<file path="config.mk">
export PLATFORM = sky130hd
export DESIGN_NAME = bms_sensor_scanner
export DESIGN_NICKNAME = d
export VERILOG_FILES = /design/src/rtl/bms_sensor_scanner.sv
export SDC_FILE = /design/constraint.sdc
export NUM_CORES = 1
export LEC_CHECK = 0
export ABC_AREA = 1
export BUFFER_PORTS_ARGS = -buffer_cell sky130_fd_sc_hd__buf_2
export CORE_MARGIN = 2
export CORE_UTILIZATION = 55
export CTS_CLUSTER_DIAMETER = 40
export DETAILED_ROUTE_END_ITERATION = 8
export MAX_ROUTING_LAYER = met4
export PLACE_DENSITY = 0.76
export SLEW_MARGIN = 10
export SYNTH_ARGS = -nofsm -noshare
export SYNTH_HDL_FRONTEND = slang
export SYNTH_SLANG_ARGS = --single-unit
</file>
<file path="constraint.sdc">
create_clock -name clk -period 5.56 [get_ports clk]
set_clock_uncertainty 0.2 [all_clocks]
set_input_delay 0.834 -clock clk [delete_from_list [all_inputs] [get_ports clk]]
set_output_delay 0.834 -clock clk [all_outputs]
set_load 0.1 [all_outputs]
</file>
<file path="src/rtl/bms_sensor_scanner.sv">
// Scans 9 ADC channels (cells 0-3, pack current, temps 0-3) once per scan period and commits
// them as one coherent frame. Define SCANNER_AVG_EN to average two conversions per channel.
module bms_sensor_scanner #(
  parameter int SCAN_PERIOD = 100,
  parameter int ACK_TIMEOUT = 16
) (
  input  logic        clk,
  input  logic        reset,
  output logic        adc_req,
  output logic [3:0]  adc_ch,
  input  logic        adc_ack,
  input  logic [15:0] adc_data,
  output logic [15:0] cell_voltage [4],
  output logic [15:0] current,
  output logic [7:0]  temp_flag [4],
  output logic        frame_valid,
  output logic        adc_timeout,
  output logic        stale,
  output logic [2:0]  state_dbg
);
  localparam int PCW = $clog2(SCAN_PERIOD);
  localparam int TCW = $clog2(ACK_TIMEOUT + 1);
  localparam logic [3:0] LAST_CH = 4'd8;

  // Handshake: adc_req rises with adc_ch valid and both hold until adc_ack is sampled high on a
  // rising edge, which also samples adc_data; adc_ack seen while adc_req is low is ignored.
  typedef enum logic [2:0] {
    S_IDLE   = 3'd0,
    S_REQ    = 3'd1,
    S_STORE  = 3'd2,
    S_COMMIT = 3'd3,
    S_ABORT  = 3'd4
  } state_t;

  state_t         state, next_state;
  logic [PCW-1:0] pcnt;
  logic           start_pending;
  logic [TCW-1:0] tcnt;
  logic [3:0]     ch;
  logic [15:0]    shadow [9];
  logic [15:0]    sample;
  logic           cap_en;
  logic           pair_done;
  logic           scan_start;
  logic           commit_load;

  assign scan_start  = (state == S_IDLE) && start_pending;
  assign commit_load = (state == S_STORE) && (next_state == S_COMMIT);

  function automatic logic [7:0] sat8(input logic [15:0] v);
    return (v > 16'd255) ? 8'hFF : v[7:0];
  endfunction

`ifdef SCANNER_AVG_EN
  logic        second;
  logic [15:0] first_s;
  logic [16:0] sum;

  // second=1 means the first conversion of the pair is held in first_s
  assign sum       = {1'b0, first_s} + {1'b0, adc_data};
  assign sample    = sum[16:1];
  assign cap_en    = second;
  assign pair_done = ~second;

  always_ff @(posedge clk or negedge reset) begin
    if (!reset) begin
      second  <= 1'b0;
      first_s <= '0;
    end else if (state == S_IDLE) begin
      second <= 1'b0;
    end else if (state == S_REQ && adc_ack) begin
      second  <= ~second;
      first_s <= adc_data;
    end
  end
`else
  assign sample    = adc_data;
  assign cap_en    = 1'b1;
  assign pair_done = 1'b1;
`endif

  // Expiries during a scan collapse into the single pending flag.
  always_ff @(posedge clk or negedge reset) begin
    if (!reset) begin
      pcnt          <= '0;
      start_pending <= 1'b1;
    end else begin
      pcnt          <= (pcnt == '0) ? PCW'(SCAN_PERIOD - 1) : pcnt - 1'b1;
      start_pending <= (pcnt == PCW'(1)) | (start_pending & ~scan_start);
    end
  end

  always_ff @(posedge clk or negedge reset) begin
    if (!reset) state <= S_IDLE;
    else        state <= next_state;
  end

  always_comb begin
    next_state = state;
    case (state)
      S_IDLE:   if (start_pending) next_state = S_REQ;
      S_REQ: begin
        if (adc_ack)                                next_state = S_STORE;
        else if (tcnt == TCW'(ACK_TIMEOUT - 1))     next_state = S_ABORT;
      end
      S_STORE:  next_state = (pair_done && ch == LAST_CH) ? S_COMMIT : S_REQ;
      S_COMMIT: next_state = S_IDLE;
      S_ABORT:  next_state = S_IDLE;
      default:  next_state = S_IDLE;
    endcase
  end

  always_comb begin
    adc_req     = (state == S_REQ);
    frame_valid = (state == S_COMMIT);
    adc_timeout = (state == S_ABORT);
    state_dbg   = state;
  end

  assign adc_ch = ch;

  always_ff @(posedge clk or negedge reset) begin
    if (!reset) begin
      tcnt <= '0;
      ch   <= '0;
      for (int i = 0; i < 9; i++) shadow[i] <= '0;
    end else begin
      tcnt <= (state == S_REQ) ? tcnt + 1'b1 : '0;
      if (scan_start)
        ch <= '0;
      else if (state == S_STORE && next_state == S_REQ && pair_done)
        ch <= ch + 1'b1;
      if (state == S_REQ && adc_ack && cap_en)
        shadow[ch] <= sample;
    end
  end

  // Outputs load on the edge entering COMMIT so new data and frame_valid appear together.
  always_ff @(posedge clk or negedge reset) begin
    if (!reset) begin
      for (int i = 0; i < 4; i++) begin
        cell_voltage[i] <= '0;
        temp_flag[i]    <= '0;
      end
      current <= '0;
      stale   <= 1'b1;
    end else if (commit_load) begin
      for (int i = 0; i < 4; i++) begin
        cell_voltage[i] <= shadow[i];
        temp_flag[i]    <= sat8(shadow[5 + i]);
      end
      current <= shadow[4];
      stale   <= 1'b0;
    end else if (state == S_REQ && next_state == S_ABORT) begin
      stale <= 1'b1;
    end
  end

endmodule

</file>
==> Word level (Yosys, flattened, before mapping) <==
Index checks and enable logic that the tools add are counted.
{ "totals": {"register_bits": 277, "in_bits": 19, "word_cells": 75} }
{ "classes": {"addsub": 3, "n_lt_le_gt_ge": 6, "eq_ne": 10, "mux": 18, "bitwise": 4, "n_reduce_logical": 10} }
{ "ops": {"columns": ["operator", "count"], "rows": [
  ["bitwise mux 144 bit", 1],
  ["demux 16 bit (select 4 bit)", 1],
  ["> comparator 16 x 8 -> 1 bit (second input constant)", 4],
  ["2-to-1 mux 8 bit", 4],
  ["2-to-1 mux 16 bit", 1],
  ["== test 3 x 2 -> 1 bit (second input constant)", 3],
  ["2-to-1 mux 3 bit", 3],
  ["one-hot mux 3 bit (3 select lines)", 1],
  ["2-to-1 mux 4 bit", 2],
  ["== test 7 x 1 -> 1 bit (second input constant)", 1],
  ["logical NOT 7 bit", 1],
  ["2-to-1 mux 7 bit", 1],
  ["subtractor 7 x 1 -> 7 bit (second input constant)", 1],
  ["== test 3 x 1 -> 1 bit (second input constant)", 2],
  ["== test 3 bit (second input constant)", 2],
  ["logical AND 1 bit", 6],
  ["adder 5 x 1 -> 5 bit (second input constant)", 1],
  ["== test 5 x 4 -> 1 bit (second input constant)", 1],
  ["greater-or-equal comparator 5 bit (second input constant)", 1],
  ["less-than comparator 5 x 1 -> 1 bit (second input constant)", 1],
  ["2-to-1 mux 5 bit", 1],
  ["inverter 4 -> 5 bit", 1],
  ["adder 4 x 1 -> 4 bit (second input constant)", 1],
  ["== test 4 bit (second input constant)", 1],
  ["other kinds (7)", 9]
]} }

==> Longest topological paths before layout <==
Gate-level depths: netlist (run 1).
{ "logic_depth": {"depth_word": 8, "ltp_mapped": 9, "mapped_depth_nobuf": 7} }

==> Least setup slack after synthesis (run 1) <==
OpenSTA, ideal clock, no wires.
{ "synth_timing": {"kind": "register to output", "startpoint": "reg state[0], in the netlist state_dbg[0]", "endpoint": "out frame_valid", "arrival_ns": 3.235, "slack_ns": 1.291, "stages_incl_launch_ff": 3, "path_buffers": 0, "cell_sequence": "dfrtp_1 -> inv_1 -> nor3_1"} }
{ "synth_via": {"elab_chain_len": 1} }
{ "synth_lines": {"columns": ["element", "line", "source"], "rows": [
  ["start, declared", "35", "state_t state, next_state;"],
  ["start signal, assigned", "95", "else state <= next_state;"],
  ["== test 3 x 2 -> 1 bit", "115", "frame_valid = (state == S_COMMIT);"],
  ["end, declared", "16", "output logic frame_valid,"]
]} }
Every way passes these cells.

==> Worst setup path in the final report (run 1) <==
{ "layout_timing": {"startpoint": "reg ch[0], in the netlist adc_ch[0]", "endpoint": "reg cell_voltage[17] in the netlist's numbering"} }
{ "layout_via": {"elab_chain_len": 5} }
{ "layout_lines": {"columns": ["element", "line", "source"], "rows": [
  ["start, declared", "39", "logic [3:0] ch;"],
  ["start signal, assigned", "132", "ch <= ch + 1'b1;"],
  ["== test 4 bit", "106", "S_STORE: next_state = (pair_done && ch == LAST_CH) ? S_COMMIT : S_REQ;"],
  ["2-to-1 mux 2 bit", "106", null],
  ["one-hot mux 3 bit (3 select lines)", "100", "case (state)"],
  ["== test 3 x 2 -> 1 bit", "48", "assign commit_load = (state == S_STORE) && (next_state == S_COMMIT);"],
  ["logical AND 1 bit", "48", null],
  ["end signal, assigned by index", "149", "cell_voltage[i] <= shadow[i];"],
  ["end, declared", "13", "output logic [15:0] cell_voltage [4],"]
]} }
Every way passes these cells.
A chain may end at the register's enable or synchronous reset.

==> metrics.yaml, run 1 <==
cts.clk_slew.worst_paths_ps: 60
relSlewSlack: 0.214
hold_path_class: "in2async"
initial_core_util: 0.557
wl_um: 26700
power.density_nw_per_um2: 333
postLayoutCoreUtil: 0.654
drive_above_1_share: 0.154
critPathCapture: "cell_voltage[17]$_DFFE_PN0P_"
drv_cap: 0
num_vias: 8739
cp.required_ps: 5750
cpPeakStageDelay_ps: 590
num_io_pins: 142
cts_buffers: 34
yosys.area.top_type: "dfrtp_1"
cts_hold_buf: 0
cts_tree: "done"
dp_hpwl_um: 16200
peakVddDrop_v: 0.000177
crit_path_cell_trace: "inv_1 > ha_1 > nand3_1 > nor2_4 > clkinv_2 > buf_4 > nand2_1 > nand2_1"
worst_pin_slew_ps: 1180
status: "completed"
r2r_setup_slack_ps: 2640
synth_top_cell_area_share: 0.613
first_pass_iters: 5
synth_async_sr_flop_share: 1.00
root_buffer: "clkbuf_16"
drv_slew: 0
globalplace.congestion: 0.850
min_period_ps: 2920
p_seq_frac: 0.459
grtUsageTotal: 0.260
p_comb_frac: 0.018
setup_slack_ps: 2640
antenna_cells: 0
cp.depth: 8
grt_start_max_net_pins: 121
cts_setup_buffers: 0
yosys.cell_types.count: 25
ant_nets: 0
pre_cts_slack_ps: 2630
clkPwrFrac: 0.523
start_kind: "flop"
first_iter_violations: 616
drc_errors: 0
power.switching_w: 0.000930
power.leakage_nw: 7.98
synthTopCellsByArea: "dfrtp_1 61%, nand2_1 27%, inv_1 1.7%"
reg2reg_from: "adc_ch[0]$_DFFE_PN0P_"
final_hold_viol_count: 0
worstPathBufferInverterCount: 3
synth_fp_nets: 1352
overflow: 0
post_synth.cell_area_avg_um2: 8.48
htreeDepth: 2
fp.dieH_um: 147
final_net_count: 1473
crit_family: "buffers and inverters"
rsz0062_at_grt: "no"
path_class: "reg2reg"
cp-end-kind: "flop"
clk_path_buf_depth: 3
ys_seq_area_frac: 0.617
worstSkewPairLatency_ps: 500
setup-tns-final_ps: 0
dp_cells: 1680
crit_start: "adc_ch[0]$_DFFE_PN0P_"
cts_num_sinks: 277
grt_pass1_vias: 8435
whs_ps: 196
synth_edf_count: 0
worstPathMaxFanout: 72
netlist_area_um2: 11200
slowest_stage: "buf_4"
final_cells: 1742
worstRegToRegCells: 8
cts_resized: 0
vias_per_cell: 5.02
period_share: 0.525
synthFlopType: "dfrtp_1"
fp.dieW_um: 147
yosysMostFrequentCell: "nand2_1"
coreArea_um2: 20200
worst_ep_arrival_time_ps: 3110
netlist_top_cells_count: "821 x nand2_1, 275 x dfrtp_1, 51 x inv_1"
port_buffers: 141
p_sw_frac: 0.212
dieArea_um2: 21600
area_delta_synth_final_pct: 17.5
cpMostUsedCell: "nand2_1"
synth-seq-cells: 277
setup_violations: 0
p_int_w: 0.00346
fmax_ghz: 0.343
yosys_warnings: 0
wl_per_cell_um: 15.3
grt_pass1_wl_um: 43300
fillers: 1684
antenna_found_initial: 0
reg2reg_to: "cell_voltage[17]$_DFFE_PN0P_"
rows: 52
synth_cells: 1325
[flip-flops by register name, summed over array words and instances, names as in the netlist]
name           count
stale              1
adc_ch             4
start_pending      1
cell_voltage      64
temp_flag         32
pcnt               7
tcnt               5
current           16
state_dbg          3
shadow           144
[metrics by stage]
step	area (um2)	power (W)
after global routing	13200	0.00451
after detailed placement	12000	0.00213
after floorplan	11200	0.00207
final	13200	0.00439
after CTS	13200	0.00442
after global placement	12000	0.00213
[logic make-up (layout without fill, tap and decap cells)]
| logic type | after synthesis | count (layout) | synth area share |
|---|---|---|---|
| adder cells (fa/ha/maj) | 8 | 8 | 0.00891 |
| XOR/XNOR | 3 | 3 | 0.00234 |
| AO/OA/AOI/OAI | 6 | 6 | 0.00278 |
| buffers and inverters | 117 | 264 | 0.0486 |
| AND/OR/NAND/NOR | 914 | 914 | 0.320 |
| flip-flops | 277 | 277 | 0.617 |
[cell type report]
type,instances,area [um2],area share
sequential,277,6930,0.525
clock inverter,18,225,0.0171
multi-input combinational,931,3760,0.285
tap,270,338,0.0256
clock buffer,44,972,0.0736
inverter,57,215,0.0163
timing repair buffer,145,758,0.0574
[per-layer routing]
layer / GRT usage / routed length (um) / vias up
met1: 0.360 / 11900 / 4190
met4: 0.0817 / 711 / 0
li1: - / - / 4241
met3: 0.0491 / 1580 / 55
met5: - / 0 / -
met2: 0.395 / 12500 / 253
[worst min-delay path by stage]
| stage | end | slack, ps | cells past startpoint |
|---|---|---|---|
| final | current[7]$_DFFE_PN0P_ | 200 | 1 |
| after CTS | current[7]$_DFFE_PN0P_ | 230 | 1 |
| after floorplan | tcnt[0]$_DFF_PN0_ | 230 | 1 |
| after global routing | current[7]$_DFFE_PN0P_ | 260 | 1 |
| after detailed placement | cell_voltage[61]$_DFFE_PN0P_ | 250 | 2 |
| after global placement | cell_voltage[22]$_DFFE_PN0P_ | 250 | 2 |
[power groups by stage]
stage               clock network (W)  registers [W]  logic [W]
floorplan                           0        0.00205  0.0000132
global placement                    0        0.00205  0.0000795
detailed placement                  0        0.00205  0.0000801
CTS                           0.00233        0.00202  0.0000800
global route                  0.00241        0.00202  0.0000860
finish                        0.00230        0.00202  0.0000776
[cells in the final DEF (no fill, tap or decap), types with 5 or more instances in the layout]
cell | synthesis | layout
nand3_1 | 36 | 36
nor2_1 | 31 | 31
clkbuf_1 | 24 | 5
clkbuf_16 | 0 | 37
buf_2 | 19 | 140
nor2_4 | 9 | 10
inv_1 | 51 | 51
clkinvlp_4 | 0 | 5
dfrtp_1 | 275 | 275
nand2_1 | 821 | 821
ha_1 | 8 | 8
nor3_1 | 6 | 6
No activity file was read; power rests on OpenSTA's default activity.
==> run 2: changes to the inputs <==
--- a/config.mk
+++ b/config.mk
@@ -8,7 +8,7 @@
 export ABC_AREA = 1
 export BUFFER_PORTS_ARGS = -buffer_cell sky130_fd_sc_hd__buf_2
 export CORE_MARGIN = 2
-export CORE_UTILIZATION = 55
+export CORE_UTILIZATION = 52
 export CTS_CLUSTER_DIAMETER = 40
 export DETAILED_ROUTE_END_ITERATION = 8
 export MAX_ROUTING_LAYER = met4
==> constraint.sdc (replaced) <==
create_clock -name clk -period 2.6 [get_ports clk]
set_clock_uncertainty 0.2 [all_clocks]
set_input_delay 0.39 -clock clk [delete_from_list [all_inputs] [get_ports clk]]
set_output_delay 0.39 -clock clk [all_outputs]
set_load 0.1 [all_outputs]
==> metrics.yaml, run 2 (synthesis gave the netlist of run 1 again) <==
rsz0062_at_grt: "no"  # unchanged
cts_num_sinks: 277  # unchanged
worst_pin_slew_ps: 764  # was 1180 ps
mostFrequentLayoutCell: "nand2_1"  # unchanged
dp_hpwl_um: 17200  # was 16200 um
grt_pass1_wl_um: 43300  # about the same
setup-tns-final_ps: 0  # unchanged
power.leakage_nw: 8.00  # was 7.98 nW
path_class: "reg2out"  # was reg2reg
reg2reg_to: "cell_voltage[30]$_DFFE_PN0P_"  # was cell_voltage[17]$_DFFE_PN0P_
final_hold_viol_count: 0  # unchanged
cts.clk_slew.worst_paths_ps: 60  # about the same
worstPathMaxFanout: 6  # was 72
whs_ps: 19.1  # was 196 ps
grtUsageTotal: 0.249  # was 0.260
drc_errors: 0  # unchanged
reg_top3: "shadow (144), cell_voltage (64), temp_flag (32)"  # unchanged
area_delta_synth_final_pct: 18.2  # was 17.5%
setup_violations: 0  # unchanged
wl_per_cell_um: 15.4  # was 15.3 um
largest_reg_flops: 144  # unchanged
coreArea_um2: 21100  # was 20200 um2
drv_cap: 0  # unchanged
hold_depth: 3
wl_um: 27200  # was 26700 um
hold_path_class: "in2reg"  # was in2async
start_kind: "flop"  # unchanged
fp.dieW_um: 151  # was 147 um
worstSkewPairLatency_ps: 540  # was 500 ps
grt_start_max_net_pins: 99  # was 121
port_buffers: 141  # unchanged
num_io_pins: 142  # unchanged
largest-register: "shadow"  # unchanged
antenna_cells: 0  # unchanged
first_iter_violations: 703  # was 616
fp.dieH_um: 151  # was 147 um
grt_pass1_vias: 8321  # was 8435
first_pass_iters: 7  # was 5
fmax_ghz: 0.399
final_net_count: 1488  # was 1473
htreeDepth: 1  # was 2
relSlewSlack: 0.490  # was 0.214
cp.required_ps: 2010  # was 5750 ps
peakVddDrop_v: 0.000407  # was 0.000177 V
overflow: 0  # unchanged
reg2reg_from: "adc_ch[0]$_DFFE_PN0P_"  # unchanged
ant_nets: 0  # unchanged
cts_resized: 0  # unchanged
min_period_ps: 2510
cts_tree: "done"  # unchanged
period_share: 0.965
final_cell_mix: "821 x nand2_1, 273 x dfrtp_1, 140 x buf_2"  # was 821 x nand2_1, 275 x dfrtp_1, 140 x buf_2
root_buffer: "clkbuf_16"  # unchanged
r2r_setup_slack_ps: 300  # was 2640 ps
globalplace.congestion: 0.850  # about the same
vias_per_cell: 5.00  # was 5.02
worst_ep_arrival_time_ps: 1920  # was 3110 ps
power.density_nw_per_um2: 675  # was 333 nW/um2
holdPathEnd: "shadow[106]$_DFFE_PN0P_"
drive_above_1_share: 0.163  # was 0.154
num_vias: 8794  # was 8739
status: "completed"  # unchanged
antenna_found_initial: 0  # unchanged
clk_path_buf_depth: 3  # unchanged
dieArea_um2: 22800  # was 21600 um2
holdCritStartpoint: "adc_data[10]"
cts_buffers: 31  # was 34
rows: 53  # was 52
cp-end-kind: "output port"  # was flop
drv_slew: 0  # unchanged
initial_core_util: 0.533  # was 0.557
worstRegToRegCells: 8  # unchanged
## run 2: cell types whose count changed in the layout (fill, tap and decap cells not counted), sizes merged
cell         delta
inv             +2
buf            +16
clkbuf          -8
clkinv          -3
dlygate4sd3     +2
clkinvlp        +3
## run 2: how the worst max path moves through the flow
stage,from,end,slack (ps),cells after the start
after floorplan,state_dbg[2]$_DFF_PN0_,adc_timeout,70,2
after global placement,adc_ch[0]$_DFFE_PN0P_,temp_flag[7]$_DFFE_PN0P_,450,8
after detailed placement,adc_ch[0]$_DFFE_PN0P_,current[12]$_DFFE_PN0P_,300,8
after CTS,state_dbg[2]$_DFF_PN0_,adc_req,80,4
after global routing,state_dbg[2]$_DFF_PN0_,adc_req,0.07,4
final,state_dbg[2]$_DFF_PN0_,adc_req,90,4
## run 2: routing by layer
metal / vias up / global-route usage / wire (um)
met3: 45 / 0.0373 / 1730
met5: - / - / 0
met1: 4225 / 0.337 / 11800
met4: 0 / 0.0682 / 645
li1: 4251 / - / -
met2: 273 / 0.399 / 12900
## run 2: cell type report
| class | count | area (um2) |
|---|---|---|
| well taps | 275 | 344 |
| flip-flops and latches | 277 | 6940 |
| inverters | 57 | 218 |
| repair buffers | 163 | 936 |
| multi-input cells | 931 | 3780 |
| clock inverters | 20 | 245 |
| clock buffers | 36 | 815 |
| fillers | 1781 | 7810 |
## run 2: through the flow
stage / instances / utilization / instance area (um2) / worst slack, ps / total power, W
6_report: 1759 / 0.629 / 13300 / 92.0 / 0.00896
3_3_place_gp: 1701 / 0.578 / 12200 / 455 / 0.00457
4_1_cts: 1759 / 0.629 / 13300 / 80.2 / 0.00902
3_5_place_dp: 1701 / 0.578 / 12200 / 300 / 0.00458
5_1_grt: 1759 / 0.629 / 13300 / 0.0688 / 0.00924
2_1_floorplan: 1325 / - / 11300 / 67.2 / 0.00442
## run 2: timing repair
item                      4_1_cts  5_1_grt
buffers inserted                0        0
hold endpoints to repair       61        0
hold buffers                    2        0
## run 2: worst max-delay path, stage by stage, from the launching register on
cell and delay, ps:
dfrtp_1 450, inv_2 160, nand3_2 190, inv_4 150, buf_2 430
## run 2: report_power, final
part           switching (W)  internal, W  total [W]
Combinational       0.000155    0.0000277   0.000182
Sequential                 0      0.00431    0.00431
Clock                0.00180      0.00267    0.00446
